File: src/rtl/cp0_int_ctrl.sv
// Coprocessor-0 exception/interrupt controller: holds SR/Cause/EPC/PRId and merges
// latched device interrupts with synchronous pipeline exceptions into one take signal.
module cp0_int_ctrl #(
    parameter logic [31:0] PRID    = 32'h4C57_0001,
    parameter int          HWINT_W = 6
) (
    input  logic               Clk,
    input  logic               Reset,
    input  logic [4:0]         RdSel,
    input  logic [4:0]         WrSel,
    input  logic               We,
    input  logic [31:0]        Din,
    input  logic [31:0]        PCIn,
    input  logic               BDIn,
    input  logic               ExcReq,
    input  logic [4:0]         ExcCode,
    input  logic               EXLClr,
    input  logic [HWINT_W-1:0] HWInt,
    output logic [31:0]        Dout,
    output logic [31:0]        EPC,
    output logic               ExcTake
);

    localparam logic [4:0] SEL_SR    = 5'd12;
    localparam logic [4:0] SEL_CAUSE = 5'd13;
    localparam logic [4:0] SEL_EPC   = 5'd14;
    localparam logic [4:0] SEL_PRID  = 5'd15;

    logic [HWINT_W-1:0] sr_im;
    logic               sr_exl;
    logic               sr_ie;
    logic               cause_bd;
    logic [HWINT_W-1:0] cause_ip;
    logic [4:0]         cause_code;
    logic [31:0]        epc_q;

    logic               int_req;
    logic [31:0]        sr_val;
    logic [31:0]        cause_val;
    logic [31:0]        epc_exc;

    // Interrupts are only recognised outside the handler, with the global enable set.
    assign int_req = sr_ie & ~sr_exl & (|(cause_ip & sr_im));

    // Gated by Reset so the flush request vanishes immediately, not at the next edge.
    assign ExcTake = ~Reset & (int_req | (ExcReq & ~sr_exl));

    assign EPC = epc_q;

    always_comb begin
        sr_val                   = '0;
        sr_val[10 +: HWINT_W]    = sr_im;
        sr_val[1]                = sr_exl;
        sr_val[0]                = sr_ie;

        cause_val                = '0;
        cause_val[31]            = cause_bd;
        cause_val[10 +: HWINT_W] = cause_ip;
        cause_val[6:2]           = cause_code;

        // A delay-slot instruction restarts at its branch, one word earlier.
        epc_exc = (BDIn ? (PCIn - 32'd4) : PCIn) & 32'hFFFF_FFFC;
    end

    always_comb begin
        Dout = '0;
        case (RdSel)
            SEL_SR:    Dout = sr_val;
            SEL_CAUSE: Dout = cause_val;
            SEL_EPC:   Dout = epc_q;
            SEL_PRID:  Dout = PRID;
            default:   Dout = '0;
        endcase
    end

    always_ff @(posedge Clk or posedge Reset) begin
        if (Reset) begin
            cause_ip <= '0;
        end else begin
            cause_ip <= HWInt;
        end
    end

    // Per-field priority on each edge: exception entry, then eret, then mtc0.
    always_ff @(posedge Clk or posedge Reset) begin
        if (Reset) begin
            sr_im      <= '0;
            sr_exl     <= 1'b0;
            sr_ie      <= 1'b0;
            cause_bd   <= 1'b0;
            cause_code <= '0;
            epc_q      <= '0;
        end else if (ExcTake) begin
            sr_exl   <= 1'b1;
            cause_bd <= BDIn;
            epc_q    <= epc_exc;
            if (int_req) begin
                cause_code <= 5'd0;
            end else begin
                cause_code <= ExcCode;
            end
        end else begin
            if (We && (WrSel == SEL_SR)) begin
                sr_im <= Din[10 +: HWINT_W];
                sr_ie <= Din[0];
            end
            if (EXLClr) begin
                sr_exl <= 1'b0;
            end else if (We && (WrSel == SEL_SR)) begin
                sr_exl <= Din[1];
            end
            if (We && (WrSel == SEL_EPC)) begin
                epc_q <= Din & 32'hFFFF_FFFC;
            end
        end
    end

endmodule
File: config.mk
export PLATFORM = sky130hd
export DESIGN_NAME = cp0_int_ctrl
export DESIGN_NICKNAME = d
export VERILOG_FILES = /design/src/rtl/cp0_int_ctrl.sv
export SDC_FILE = /design/constraint.sdc
export NUM_CORES = 1
export LEC_CHECK = 0
export CORE_MARGIN = 2
export CORE_UTILIZATION = 35
export CTS_CLUSTER_DIAMETER = 100
export DETAILED_ROUTE_END_ITERATION = 10
export PLACE_DENSITY = 0.79
export SYNTH_ARGS = -nofsm -noshare
export SYNTH_HDL_FRONTEND = slang
export SYNTH_SLANG_ARGS = --single-unit
File: constraint.sdc
create_clock -name Clk -period 2.1 [get_ports Clk]
set_clock_uncertainty 0.1 [all_clocks]
set_input_delay 0.21 -clock Clk [delete_from_list [all_inputs] [get_ports Clk]]
set_output_delay 0.21 -clock Clk [all_outputs]
set_load 0.01 [all_outputs]
==> results.md <==
- Placed cells: 625
- Number of enable flip-flop cells after synthesis: 0
- GRT Total Usage: 21.8%
- Port-buffer cells: 151
- Via Count: 3246
- Wire per inst: 16.7 µm
- Num CTS Buffers: 5
- DP HPWL: 8.17 mm
- Fin crit share: 97.4%
- Seq pwr share: 40.3%
- Max cap viols: 0
- IO Count: 156
- Crit end category: flop
- Worst path cell trace: clkdlybuf4s50_1, or4_4, or3b_4, nor4_2, xnor2_1, mux2i_1
- Yosys top cell by area: dfrtp_1
- Pwr per Cell Area: 616 nW/µm²
- Outcome: completed
- Logic pwr share: 35.0%
- Clock Power Share: 24.6%
- Clk sink count: 50
- Worst-path fanout max: 7
- Nets: 619
- Post-synth top area share: 40.1%
- Core Area: 8680 µm²
- DRT Wirelength: 10.6 mm
- Die area: 9680 µm²
- Clock tree buffer depth: 2
- Predominant post-synthesis flop cell: dfrtp_1
- Critical path class: input port to flop
- Cell area after synthesis: 3120 µm²
- Seq/Total Area, Yosys: 40.1%
- Most frequent cells in the layout: clkdlybuf4s50_1, buf_4, mux2i_1
- Site Rows: 34
- Max incr delay on CP: 0.54 ns
- Clock edge transition at the registers on the reported setup and hold paths: 0.10 ns
- Initial Util: 35.9%
- Minimum clock period: 2.05 ns
- Largest net degree at the start of global routing: 44
- Ys Warns: 0
- Leakage: 0.00263 µW
- Highest clock rate: 489 MHz
- Seq cells post-synth: 50
- Post-CTS Hold Fix Bufs: 0
- Critical-path top delay cell: or4_4
- Cell at the root of the clock tree: clkbuf_8
- Worst path arrival time: 2.14 ns
- Hold Crit Class: input port to async pin
- DRC violations left: 0
- Fin util: 61.9%
- Psw: 972 µW
- Post-synth cell types: 45
- Antenna cells: 0
- Vias in the first global route: 3430
- Total power: 3310 µW
- Final setup vio count: 0
- Die W: 98.4 µm
- Starting DRT DRC Count: 74
- Ys async rst share: 100%
- First-pass GRT wire length: 17.0 mm
- DIE HEIGHT: 98.4 µm
- Synthesized instance count: 324
- DP Area: 5180 µm²
- Area Growth Syn to Fin: 72.3%
- RD Place Congestion: 0.870
- Commonest non-fill, non-tap cell in the layout: clkdlybuf4s50_1
- P_int: 2340 µW
- Final Cell Area: 5380 µm²
- Switch share: 29.3%
- Share of cells above drive strength 1: 19.1%
- Relative slew margins: 66.1%
- Syn Area/Cell: 9.63 µm²
- Layout Cells excl Fill: 636
- H-tree levels: 2
- Peak VDD IR: 0.402 mV
- Initial antenna violation count: 0
- Top post-synthesis cells by area: dfrtp_1, mux2i_1, nor2_1
- Startpoint Class: input port
- Slew Limit Fails: 0
- Grt ovf: 0
- Routed Antenna Nets: 0
- Slew @ Worst Pin: 0.508 ns
- Skew-Pair Late Insertion Delay: 0.30 ns
- Worst Path Required: 2.19 ns
- CTS tree: yes
- First drt pass iteration count: 6
- Final Hold Viols: 0
- Via density: 5.10
## cells in the mapped netlist (5+ instances only)
| cell | number |
|---|---|
| nor2_1 | 48 |
| clkbuf_1 | 13 |
| o21ai_0 | 5 |
| xor2_1 | 17 |
| nor4_1 | 8 |
| mux2i_1 | 54 |
| and2_1 | 11 |
| a22o_1 | 5 |
| mux2_2 | 8 |
| nand2_1 | 15 |
| inv_1 | 6 |
| dfrtp_1 | 50 |
| a22oi_1 | 13 |
| xnor2_1 | 6 |
| a21oi_1 | 14 |
## layer usage
metal	global-route usage (%)	vias up	wire, µm	share of wire, %
met4	4.85	0	122	1.2
met2	38.8	128	5340	50
li1	-	1559	-	-
met1	26.5	1549	4370	41
met5	0	-	0	0
met3	5.58	10	769	7.3
## repair_timing
| action | 4_1_cts | 5_1_grt |
|---|---|---|
| pin swaps | 2 | 0 |
| hold endpoints to repair | 0 | 0 |
| setup buffers | 3 | 0 |
| setup endpoints to repair | 37 | 10 |
| gates resized for setup | 45 | 7 |
## sequential cells by signal (all words and copies together), names as in the netlist
register,count
cause_bd,1
cause_code,5
sr_ie,1
sr_im,6
cause_ip,6
sr_exl,1
EPC,30
## kinds of logic (layout without fill, tap and decap cells)
kind of cell	count (synthesis)	after routing	synth area share, %
compound gates	47	47	10.0
xor+xnor	23	23	6.46
fa+ha+maj	1	1	0.401
buf+inv	23	226	3.05
flops	50	50	40.1
mux	62	62	20.2
other cells	1	2	0.120
simple gates	117	117	19.6
## critical path, delay by kind of cell
family | cells | cell delay [ns]
AND/OR/NAND/NOR | 3 | 1.28
buffers and inverters | 1 | 0.41
XOR/XNOR | 1 | 0.15
multiplexers | 1 | 0.08
## per-stage QoR
step / hold WS, ns / TNS [ns] / setup slack (ns)
after detailed placement: 0.393 / -10.27 / -0.389
after floorplan: 0.141 / 0 / 0.00496
after CTS: 0.201 / 0 / 0.000310
after global placement: 0.389 / -8.61 / -0.321
final: 0.193 / 0 / 0.0549
after global routing: 0.218 / -0.0184 / -0.0120
## final cells by class
cell class / count / area (µm²)
fill: 760 / 3300
inverter: 7 / 27.5
clock buffer: 5 / 68.8
tap: 108 / 135
sequential: 50 / 1250
clock inverter: 3 / 68.8
timing repair buffer: 211 / 1970
multi-input combinational: 252 / 1860
## power by group through the flow
stage | Combinational, µW | Sequential (µW) | Clock (µW)
2_1_floorplan | 408 | 1370 | 0
3_3_place_gp | 1130 | 1340 | 0
3_5_place_dp | 1160 | 1350 | 0
4_1_cts | 1170 | 1340 | 830
5_1_grt | 1260 | 1370 | 871
6_report | 1160 | 1340 | 815
## final timing paths
kind,from,end,slack (ns),cells past startpoint
setup / recovery,PCIn[24],EPC[31],0.05,6
hold / removal,Reset,EPC[31],0.19,2
setup reg to reg,sr_im[4],cause_bd,0.15,6
hold reg to reg,cause_code[0],cause_code[0],0.42,1
max in group asynchronous,Reset,sr_im[0],1.19,3
min in group Clk,HWInt[2],cause_ip[2],0.23,1
Power figures use the tool's default switching activity.
